<file path="src/rtl/reg_file_pkg.sv">
// Shared widths, types and the write-hit helper for the multi-port register file.
package reg_file_pkg;
    localparam int DATA_W_DEF = 8;
    localparam int ADDR_W_DEF = 4;

    typedef logic [DATA_W_DEF-1:0] reg_data_t;
    typedef logic [ADDR_W_DEF-1:0] reg_addr_t;

    // Addresses are passed zero-extended so one helper serves every ADDR_W.
    function automatic logic wr_hit(input logic [31:0] addr,
                                    input logic        we0,
                                    input logic [31:0] wa0,
                                    input logic        we1,
                                    input logic [31:0] wa1);
        return (we0 && (wa0 == addr)) || (we1 && (wa1 == addr));
    endfunction
endpackage

</file>
<file path="src/rtl/reg_file_mp_rf_read_port.sv">
// One combinational read port: decode, write bypass, R0 masking and busy lookup.
module rf_read_port
    import reg_file_pkg::*;
#(
    parameter int DATA_W   = DATA_W_DEF,
    parameter int ADDR_W   = ADDR_W_DEF,
    parameter int BYPASS   = 1,
    parameter int ZERO_REG = 0
) (
    input  logic [ADDR_W-1:0]                  ra,
    input  logic [2**ADDR_W-1:0][DATA_W-1:0]   regs,
    input  logic [2**ADDR_W-1:0]               busy,
    input  logic                               we0,
    input  logic [ADDR_W-1:0]                  wa0,
    input  logic [DATA_W-1:0]                  wd0,
    input  logic                               we1,
    input  logic [ADDR_W-1:0]                  wa1,
    input  logic [DATA_W-1:0]                  wd1,
    input  logic                               busy_set,
    input  logic [ADDR_W-1:0]                  busy_wa,
    output logic [DATA_W-1:0]                  rd,
    output logic                               busy_rd
);
    logic hit;
    logic hit1;

    always_comb begin
        hit     = wr_hit(32'(ra), we0, 32'(wa0), we1, 32'(wa1));
        hit1    = wr_hit(32'(ra), 1'b0, 32'(wa0), we1, 32'(wa1));
        rd      = regs[ra];
        busy_rd = busy[ra];
        if (BYPASS != 0 && hit) begin
            rd = hit1 ? wd1 : wd0;
            // A simultaneous busy_set on the same register keeps it pending.
            if (!(busy_set && busy_wa == ra))
                busy_rd = 1'b0;
        end
        if (ZERO_REG != 0 && ra == '0)
            rd = '0;
    end
endmodule

</file>
<file path="src/rtl/reg_file_mp.sv">
// Multi-port register file: two write ports, NR read ports, busy scoreboard, cpu_out mirror.
module reg_file_mp
    import reg_file_pkg::*;
#(
    parameter int DATA_W   = DATA_W_DEF,
    parameter int ADDR_W   = ADDR_W_DEF,
    parameter int NR       = 2,
    parameter int BYPASS   = 1,
    parameter int ZERO_REG = 0,
    parameter int OUT_IDX  = 2**ADDR_W - 1
) (
    input  logic                         CLK,
    input  logic                         RST_N,
    input  logic [NR-1:0][ADDR_W-1:0]    ra,
    output logic [NR-1:0][DATA_W-1:0]    rd,
    output logic [NR-1:0]                busy_rd,
    input  logic                         we0,
    input  logic [ADDR_W-1:0]            wa0,
    input  logic [DATA_W-1:0]            wd0,
    input  logic                         we1,
    input  logic [ADDR_W-1:0]            wa1,
    input  logic [DATA_W-1:0]            wd1,
    input  logic                         busy_set,
    input  logic [ADDR_W-1:0]            busy_wa,
    output logic [DATA_W-1:0]            cpu_out,
    output logic                         cpu_out_stb
);
    localparam int                DEPTH = 2**ADDR_W;
    localparam logic [ADDR_W-1:0] OUT_A = ADDR_W'(OUT_IDX);

    if (ZERO_REG != 0 && OUT_IDX == 0) begin : g_bad_cfg
        $error("reg_file_mp: OUT_IDX must not be 0 when ZERO_REG is set");
    end

    logic [DEPTH-1:0][DATA_W-1:0] regs_q, regs_d;
    logic [DEPTH-1:0]             busy_q, busy_d;
    logic [DATA_W-1:0]            cpu_out_q, cpu_out_d;
    logic                         stb_q, stb_d;
    logic                         we0_e, we1_e, bset_e;

    always_comb begin
        // Effective enables: nothing lands during reset or on a hardwired R0.
        we0_e  = RST_N && we0 && !(ZERO_REG != 0 && wa0 == '0);
        we1_e  = RST_N && we1 && !(ZERO_REG != 0 && wa1 == '0);
        bset_e = RST_N && busy_set && !(ZERO_REG != 0 && busy_wa == '0);

        regs_d = regs_q;
        if (we0_e) regs_d[wa0] = wd0;
        if (we1_e) regs_d[wa1] = wd1;

        busy_d = busy_q;
        for (int a = 0; a < DEPTH; a++)
            if (wr_hit(a, we0_e, 32'(wa0), we1_e, 32'(wa1)))
                busy_d[a] = 1'b0;
        if (bset_e) busy_d[busy_wa] = 1'b1;

        cpu_out_d = regs_d[OUT_A];
        stb_d     = wr_hit(32'(OUT_A), we0_e, 32'(wa0), we1_e, 32'(wa1));
    end

    always_ff @(posedge CLK or negedge RST_N) begin
        if (!RST_N) begin
            regs_q    <= '0;
            busy_q    <= '0;
            cpu_out_q <= '0;
            stb_q     <= 1'b0;
        end else begin
            regs_q    <= regs_d;
            busy_q    <= busy_d;
            cpu_out_q <= cpu_out_d;
            stb_q     <= stb_d;
        end
    end

    assign cpu_out     = cpu_out_q;
    assign cpu_out_stb = stb_q;

    for (genvar i = 0; i < NR; i++) begin : g_rp
        rf_read_port #(
            .DATA_W  (DATA_W),
            .ADDR_W  (ADDR_W),
            .BYPASS  (BYPASS),
            .ZERO_REG(ZERO_REG)
        ) u_rp (
            .ra      (ra[i]),
            .regs    (regs_q),
            .busy    (busy_q),
            .we0     (we0_e),
            .wa0     (wa0),
            .wd0     (wd0),
            .we1     (we1_e),
            .wa1     (wa1),
            .wd1     (wd1),
            .busy_set(bset_e),
            .busy_wa (busy_wa),
            .rd      (rd[i]),
            .busy_rd (busy_rd[i])
        );
    end
endmodule

</file>
<file path="config.mk">
export PLATFORM = sky130hd
export DESIGN_NAME = reg_file_mp
export DESIGN_NICKNAME = d
export VERILOG_FILES = /design/src/rtl/reg_file_pkg.sv /design/src/rtl/reg_file_mp_rf_read_port.sv /design/src/rtl/reg_file_mp.sv
export SDC_FILE = /design/constraint.sdc
export NUM_CORES = 1
export LEC_CHECK = 0
export CAP_MARGIN = 20
export CORE_MARGIN = 1
export CORE_UTILIZATION = 40
export DETAILED_ROUTE_END_ITERATION = 8
export SYNTH_ARGS = -nofsm -noshare
export SYNTH_HDL_FRONTEND = slang
export SYNTH_SLANG_ARGS = --single-unit
</file>
<file path="constraint.sdc">
create_clock -name CLK -period 2.7 [get_ports CLK]
set_input_delay 0.54 -clock CLK [delete_from_list [all_inputs] [get_ports CLK]]
set_output_delay 0.54 -clock CLK [all_outputs]
set_load 0.02 [all_outputs]
</file>
==> results of run 1 <==
-- final timing paths --
check	to	cells past startpoint
min in group CLK	busy_q[12]$_DFF_PN0_	1
max reg2reg	regs_q[36]$_DFF_PN0_	4
min reg2reg	busy_q[12]$_DFF_PN0_	1
max in group asynchronous	cpu_out[6]$_DFF_PN0_	3
min	regs_q[44]$_DFF_PN0_	2
max	rd[5]	6
-- through the flow --
stage                     cells  worst slack [ns]  TNS [ns]  hold slack, ns  utilization, %
after floorplan             974            0.0357         0           0.244               -
after global placement     1439            -0.969    -14.45           0.500            49.8
after detailed placement   1439             -1.04    -14.76           0.506            49.8
after CTS                  1494            -0.113    -0.554          0.0923            54.2
after global routing       1497            -0.167     -1.13           0.113            54.7
final                      1497            -0.107    -0.503           0.121            54.7
-- cells in the mapped netlist (3+ instances only) --
cell	number	area [um^2]
dfrtp_1	145	3630
nor2b_1	11	68.8
o21ai_0	88	440
nor3_1	9	45.0
and2_1	4	25.0
nor2_1	89	334
nand3_1	18	90.1
a32o_1	3	30.0
a21oi_1	73	365
mux2_2	4	45.0
a221oi_1	3	26.3
nand2_1	104	390
a22oi_1	5	37.5
o22ai_1	3	18.8
nor2_2	9	56.3
buf_4	13	97.6
o22a_1	4	35.0
and3_1	3	18.8
a222oi_1	5	50.1
mux4_1	12	315
nand2b_1	6	37.5
mux2i_1	133	1330
buf_1	8	30.0
buf_6	9	101
mux4_2	59	1330
xnor2_1	18	158
o221ai_1	4	35.0
a221o_1	3	30.0
nand4_1	3	18.8
a22o_1	5	43.8
inv_1	13	48.8
xor2_1	6	52.6
buf_2	23	115
or2_2	3	18.8
nand4b_1	4	35.0
clkbuf_1	51	191
nor4_1	3	18.8
-- flip-flops by register name (all words and copies together) (netlist names) --
signal / count
busy_q: 16
cpu_out: 8
cpu_out_stb: 1
regs_q: 120
-- repair_timing --
action	4_1_cts	5_1_grt
setup buffers	20	4
gates resized for setup	208	35
pin swaps	30	18
endpoints found under the setup margin	18	18
cloned	5	0
-- layer usage --
| layer | up-vias | GRT usage [%] |
|---|---|---|
| li1 | 3912 | - |
| met4 | 0 | 12.8 |
| met1 | 4405 | 37.6 |
| met5 | - | 0 |
| met2 | 492 | 45.9 |
| met3 | 108 | 6.59 |
-- final cells by class --
class / count / area, um^2
fill: 2123 / 11000
multi-input combinational: 710 / 5850
timing repair buffer: 274 / 2760
sequential: 145 / 3630
inverter: 13 / 48.8
clock inverter: 13 / 129
tap: 324 / 405
clock buffer: 18 / 439
-- critical path: stages (launching register included) --
cell	delay (ns)
dfrtp_1	0.39
mux4_2	0.54
nor2b_4	0.15
a31oi_1	0.13
o21ai_1	0.10
a221o_1	0.37
buf_6	0.16
-- cells by family after synthesis --
family	count (synthesis)	synth area share [%]
muxes	208	30.6
xor gates and xnor gates	24	2.13
AOI/OAI and AO/OA	202	11.7
buffers and inverters	119	6.33
and+or+nand+nor	276	12.5
DFF	145	36.8
-- power by group through the flow --
stage               clock [uW]  combinational [uW]  sequential, uW
detailed placement           0                2650            3180
CTS                       2360                2800            3160
floorplan                    0                1670            3040
global route              2440                3070            3240
global placement             0                2600            3160
finish                    2320                2900            3170
==> impl_metrics.py, run 1 <==
metrics = {
    "grt": {
        "grt.total_usage_pct": 28.8,
        "grt_pass1_wl_um": 54500,
        "grt_pass1_vias": 9086,
        "grt-ovfl-total": 0,
        "grt_max_degree": 63,
        "antenna_found_initial": 0,
    },
    "pwr": {
        "power.total_uw": 8390,
        "p_per_area_nw_per_um2": 633,
        "switching_share_pct": 32.7,
        "p_leak_uw": 0.00555,
        "power_frac_seq_pct": 37.7,
        "pwr-share-clk_pct": 27.7,
        "comb_power_share_pct": 34.6,
        "p_sw_uw": 2740,
        "p_int_uw": 5650,
        "peakVddDrop_mv": 0.327,
    },
    "timing": {
        "relSlewSlack_pct": 43.6,
        "fmax_mhz": 356,
        "period_share_pct": 104,
        "fin_ws_ns": -0.107,
        "tightest_slew_ns": 0.846,
        "drv_slew": 0,
        "period_needed_ns": 2.81,
        "rsz0062_at_grt": "true",
        "finalHoldViolations": 0,
        "fin_skew_ns": 0,
        "setup_viol": 8,
    },
    "clock_network": {
        "cts_sinks": 145,
        "cts_made_buffers": 17,
        "cts.reportedPaths.clkPinSlew_ns": 0.07,
        "cts_tree": "done",
        "cts_hold_buf": 0,
        "cts.root.buffer_cell": "clkbuf_16",
        "clk_latency_ns": 0.43,
        "clk_path_buf_depth": 2,
        "h-tree-depth": 4,
    },
    "critical_path": {
        "cp_data_required_time_ns": 2.16,
        "critical_path_class": "reg -> out",
        "ff2ff_setup_slack_ns": 1.72,
        "worst-path-max-fanout": 3,
        "critPathCaptureType": "primary output",
        "arrival_ns": 2.27,
        "start_kind": "flop",
        "rr_startpoint": "regs_q[36]$_DFF_PN0_",
        "cp-startpoint": "regs_q[61]$_DFF_PN0_",
    },
    "min_path": {
        "hold_path.class": "in -> async",
    },
    "yosys": {
        "ys_ff_latch": 145,
        "avgSynthCellArea_um2": 10.1,
        "synth_cells": 974,
        "synthArstFlopShare_pct": 100,
        "yosysWarningCount": 0,
        "synth_edf_count": 0,
        "synth_ff_type": "dfrtp_1",
        "synth_area_um2": 9870,
        "synth_seq_area_share_pct": 36.8,
        "yosysUniqueCellTypes": 48,
        "syn_nets": 1015,
    },
    "die": {
        "coreArea_um2": 24200,
        "dieWidth_um": 159,
        "fp.dieArea_um2": 25300,
        "ioPinCount": 68,
        "row_count": 57,
        "fp.dieH_um": 159,
        "start_util_pct": 40.7,
    },
    "layout": {
        "fin_area_um2": 13300,
        "antenna_cells": 0,
        "drive_above_1_share_pct": 34.2,
        "finish.net_count": 1202,
        "mostFrequentLayoutCell": "buf_4",
        "final_cell_mix": "buf_4, dfrtp_1, mux2i_1",
        "syn2layout_area_growth_pct": 34.4,
    },
    "detailed_routing": {
        "ant_nets": 0,
        "via_count": 8917,
        "drt_iter0_drc": 872,
        "wl_met2_um": 16700,
        "drt_wl_total_um": 35800,
        "route.met3.wl_um": 2990,
        "wl_met1_um": 14400,
        "drc": 0,
        "drtPass1Iterations": 5,
        "avgRoutedWirePerCell_um": 23.9,
        "highest_layer": "met4",
        "vias_per_cell": 5.96,
    },
    "placement": {
        "placed_area_um2": 12100,
        "io_buffer_count": 67,
        "dp_hpwl_um": 25100,
        "place_congestion": 0.921,
    },
    "outcome": {
        "status": "complete, but fails checks",
        "violations": "setup timing",
    },
    "flow_run": {
        "cap_violations": 0,
    },
}
Note: power is estimated with default switching activity, not from simulation.
==> run 2, diff against run 1 <==
clock period = 3.5 ns   (was 2.7 ns; I/O delays follow)
==> impl_metrics.py, run 2 (synthesis results as in run 1) <==
metrics = {
    "outcome": {
        "status": "finished clean",
    },
    "layout": {
        "num-fill-cells": 2232,
        "syn2layout_area_growth_pct": 22.6,
        "final_cell_mix": "dfrtp_1, mux2i_1, nand2_1",
        "utilization_pct": 49.9,
        "drive_above_1_share_pct": 22.8,
        "finish.net_count": 1110,
        "mostFrequentLayoutCell": "dfrtp_1",
        "instances_no_fill": 1406,
        "largest_reg_flops": 120,
        "multi_input_area_um2": 5690,
        "regArea_um2": 3630,
        "fin_area_um2": 12100,
        "largest-register": "regs_q",
        "antenna_cells": 0,
    },
    "critical_path": {
        "start_kind": "primary input",
        "worst-path-max-fanout": 8,
        "arrival_ns": 2.75,
        "cp_data_required_time_ns": 2.80,
        "critPathCaptureType": "primary output",
        "critical_path_class": "in -> out",
    },
    "clock_network": {
        "cts_hold_buf": 0,
        "clk_path_buf_depth": 2,
        "clk_latency_ns": 0.42,
        "cts_sinks": 145,
        "h-tree-depth": 4,
        "cts.root.buffer_cell": "clkbuf_16",
        "cts_made_buffers": 17,
        "cts.reportedPaths.clkPinSlew_ns": 0.06,
        "cts_tree": "done",
    },
    "die": {
        "ioPinCount": 68,
        "fp.dieH_um": 159,
        "start_util_pct": 40.7,
        "fp.dieArea_um2": 25300,
        "coreArea_um2": 24200,
        "dieWidth_um": 159,
        "row_count": 57,
    },
    "pwr": {
        "pwr-share-clk_pct": 31.8,
        "power_frac_seq_pct": 39.5,
        "comb_power_share_pct": 28.7,
        "peakVddDrop_mv": 0.273,
        "power.total_uw": 6300,
        "p_per_area_nw_per_um2": 521,
        "switching_share_pct": 31.7,
        "p_int_uw": 4300,
        "p_leak_uw": 0.00503,
        "p_sw_uw": 2000,
    },
    "placement": {
        "io_buffer_count": 67,
        "dp.cells": 1371,
        "placed_area_um2": 11400,
        "place_congestion": 0.944,
        "dp_hpwl_um": 23800,
    },
    "detailed_routing": {
        "vias_per_cell": 5.81,
        "drtPass1Iterations": 6,
        "ant_nets": 0,
        "drc": 0,
        "avgRoutedWirePerCell_um": 22.8,
        "drt_iter0_drc": 863,
        "drt_wl_total_um": 32100,
        "via_count": 8174,
    },
    "timing": {
        "relSlewSlack_pct": 45.1,
        "fin_skew_ns": 0,
        "setup_viol": 0,
        "period_needed_ns": 3.45,
        "rsz0062_at_grt": "false",
        "finalSetupTns_ns": 0,
        "finalHoldViolations": 0,
        "period_share_pct": 98.5,
        "fmax_mhz": 290,
        "drv_slew": 0,
        "tightest_slew_ns": 0.823,
    },
    "grt": {
        "grt-ovfl-total": 0,
        "grt.total_usage_pct": 25.8,
        "grt_pass1_vias": 8178,
        "antenna_found_initial": 0,
        "grt_pass1_wl_um": 49500,
        "grt_max_degree": 62,
    },
    "flow_run": {
        "cap_violations": 0,
    },
    "min_path": {
        "hold_path.class": "in -> async",
    },
}
[run 2: power by group through the flow]
stage          clock network (uW)  registers, uW  logic (uW)
2_1_floorplan                   0           2350        1280
3_3_place_gp                    0           2500        1790
3_5_place_dp                    0           2510        1820
4_1_cts                      2030           2480        1800
5_1_grt                      2090           2540        1940
6_report                     2000           2490        1810
[run 2: routing by layer]
layer / GRT usage, % / part of all wire, %
met1: 34.6 / 44
met2: 42.6 / 48
met3: 3.80 / 5.4
met4: 9.40 / 2.9
met5: 0 / 0
[run 2: through the flow]
| step | setup slack [ns] | hold slack (ns) |
|---|---|---|
| after floorplan | 0.475 | 0.404 |
| after global placement | -0.486 | 0.505 |
| after detailed placement | -0.501 | 0.502 |
| after CTS | 0.00182 | 0.359 |
| after global routing | 0.000148 | 0.381 |
| final | 0.0524 | 0.346 |
[run 2: final timing paths]
check	to	slack [ns]	depth (start not counted)	start
max reg2reg	regs_q[72]$_DFF_PN0_	2.68	2	regs_q[72]$_DFF_PN0_
min reg2reg	busy_q[5]$_DFF_PN0_	0.52	1	busy_q[5]$_DFF_PN0_
min in group CLK	busy_q[5]$_DFF_PN0_	0.52	1	busy_q[5]$_DFF_PN0_
max in group asynchronous	regs_q[32]$_DFF_PN0_	1.77	3	RST_N
max	rd[4]	0.05	8	wa1[1]
min	busy_q[13]$_DFF_PN0_	0.35	2	RST_N
[run 2: cell type report]
class                           count  area share (%)
Sequential cell                   145            30.0
Inverter                           13           0.403
Clock buffer                       19            3.58
Tap cell                          324            3.35
Multi-Input combinational cell    710            47.0
Timing Repair Buffer              182            14.0
Clock inverter                     13            1.64
[run 2: critical path: stages]
cell and delay (ns):
clkdlybuf4s50_1 0.47, xnor2_1 0.22, nand3_2 0.14, nor3_4 0.28
nor2_4 0.13, buf_6 0.14, a222oi_1 0.41, buf_2 0.25
[run 2: repair_timing]
item / CTS / global route
setup endpoints to repair: 18 / 15
endpoints found under the hold margin: 0 / 0
pin swaps: 2 / 6
resized for setup: 40 / 23
setup buffers: 2 / 0
gates cloned: 0 / 1
==> run 3, diff against run 2 <==
TNS_END_PERCENT = 20   (was unset)
==> impl_metrics.py, run 3 (synthesis results as in run 1) <==
metrics = {
    "outcome": {
        "status": "finished clean",
    },
    "timing": {
        "rsz0062_at_grt": "true",
        "setup_viol": 0,
        "period_share_pct": 100,
        "tightest_slew_ns": 0.836,
        "fmax_mhz": 286,
        "finalHoldViolations": 0,
        "drv_slew": 0,
        "relSlewSlack_pct": 44.3,
        "holdWs_ns": 0.344,
        "fin_skew_ns": 0,
        "period_needed_ns": 3.50,
    },
    "placement": {
        "placed_area_um2": 11400,
        "place_congestion": 0.944,
        "dp_hpwl_um": 23800,
        "io_buffer_count": 67,
    },
    "detailed_routing": {
        "via_count": 8181,
        "drt_wl_total_um": 31900,
        "avgRoutedWirePerCell_um": 22.7,
        "drtPass1Iterations": 5,
        "ant_nets": 0,
        "drt_iter0_drc": 802,
        "drc": 0,
        "vias_per_cell": 5.83,
    },
    "critical_path": {
        "start_kind": "primary input",
        "arrival_ns": 2.80,
        "worst-path-max-fanout": 8,
        "ff2ff_setup_slack_ns": 2.69,
        "rr_worst_depth": 2,
        "r2r-end": "regs_q[72]$_DFF_PN0_",
        "crit_path_frequent_cell": "buf_4",
        "max_stage_delay_ns": 0.45,
        "rr_startpoint": "regs_q[72]$_DFF_PN0_",
        "cp_data_required_time_ns": 2.80,
        "critical_path_class": "in -> out",
        "critPathCaptureType": "primary output",
        "cp_slowest_cell": "clkdlybuf4s50_1",
        "crit_chain": "clkdlybuf4s50_1 > buf_4 > xnor2_1 > nand3_2 > nor3_4 > nor2_4 > buf_4 > a222oi_1 > clkdlybuf4s15_2",
    },
    "layout": {
        "fin_area_um2": 12000,
        "drive_above_1_share_pct": 23.0,
        "final_cell_mix": "dfrtp_1, mux2i_1, nand2_1",
        "largest-register": "regs_q",
        "multi_input_area_um2": 5680,
        "num-fill-cells": 2234,
        "regArea_um2": 3630,
        "largest_reg_flops": 120,
        "antenna_cells": 0,
        "mostFrequentLayoutCell": "dfrtp_1",
        "finish.net_count": 1108,
        "syn2layout_area_growth_pct": 22.0,
    },
    "die": {
        "ioPinCount": 68,
        "fp.dieH_um": 159,
        "row_count": 57,
        "coreArea_um2": 24200,
        "dieWidth_um": 159,
        "start_util_pct": 40.7,
        "fp.dieArea_um2": 25300,
    },
    "pwr": {
        "power.total_uw": 6290,
        "peakVddDrop_mv": 0.272,
        "p_per_area_nw_per_um2": 523,
        "p_leak_uw": 0.00498,
    },
    "grt": {
        "antenna_found_initial": 0,
        "grt_max_degree": 62,
        "grt_pass1_vias": 8169,
        "grt_pass1_wl_um": 49400,
        "grt.total_usage_pct": 25.8,
        "grt-ovfl-total": 0,
    },
    "min_path": {
        "hold_path.class": "in -> async",
    },
    "clock_network": {
        "clk_latency_ns": 0.42,
        "cts_tree": "done",
        "h-tree-depth": 4,
        "cts.reportedPaths.clkPinSlew_ns": 0.06,
        "cts_made_buffers": 17,
        "cts_sinks": 145,
        "cts.root.buffer_cell": "clkbuf_16",
        "clk_path_buf_depth": 2,
    },
    "flow_run": {
        "cap_violations": 0,
    },
}
[run 3: worst max-delay path by stage]
| stage | start | cells past startpoint | endpoint | slack [ns] |
|---|---|---|---|---|
| after global placement | wa1[2] | 6 | rd[5] | -0.49 |
| after global routing | ra[3] | 9 | rd[4] | -0.08 |
| after detailed placement | wa1[2] | 6 | rd[5] | -0.50 |
| after floorplan | wa1[1] | 6 | rd[0] | 0.48 |
| after CTS | ra[5] | 8 | rd[9] | -0.06 |
| final | ra[3] | 9 | rd[4] | 0.001 |
[run 3: critical path: cells and delay by family]
family	cells	cell delay [ns]
compound gates	1	0.36
buf+inv	4	1.11
xor+xnor	1	0.15
simple gates	3	0.47
[run 3: final cells by class]
class                      count  share of cell area (%)
multi-input combinational    710                    47.2
sequential                   145                    30.1
timing repair buffer         180                    13.6
clock buffer                  19                    3.60
tap                          324                    3.37
clock inverter                13                    1.65
inverter                      13                   0.405
[run 3: layer usage]
| layer | GRT usage, % | wire length, um | vias to the layer above |
|---|---|---|---|
| li1 | - | - | 3725 |
| met1 | 34.6 | 13600 | 4073 |
| met2 | 42.5 | 15500 | 329 |
| met4 | 9.40 | 894 | 0 |
| met5 | 0 | 0 | - |
| met3 | 3.80 | 1900 | 54 |
[run 3: timing repair]
action | CTS | global route
pin swaps | 2 | 0
setup buffers | 1 | 0
resized for setup | 40 | 23
hold buffers | 0 | 0
setup endpoints to repair | 18 | 14
[run 3: power breakdown]
group	switching (uW)	internal (uW)	leakage, uW
clock	788	1210	0.000302
combinational	828	973	0.00289
sequential	380	2110	0.00178
[run 3: stage by stage]
step / cells / utilization, % / setup WS, ns / TNS, ns
floorplan: 974 / - / 0.475 / 0
global placement: 1371 / 47.0 / -0.486 / -5.72
detailed placement: 1371 / 47.0 / -0.501 / -5.88
CTS: 1404 / 49.7 / -0.0639 / -0.0639
global route: 1404 / 49.6 / -0.0773 / -0.105
finish: 1404 / 49.6 / 0.00112 / 0
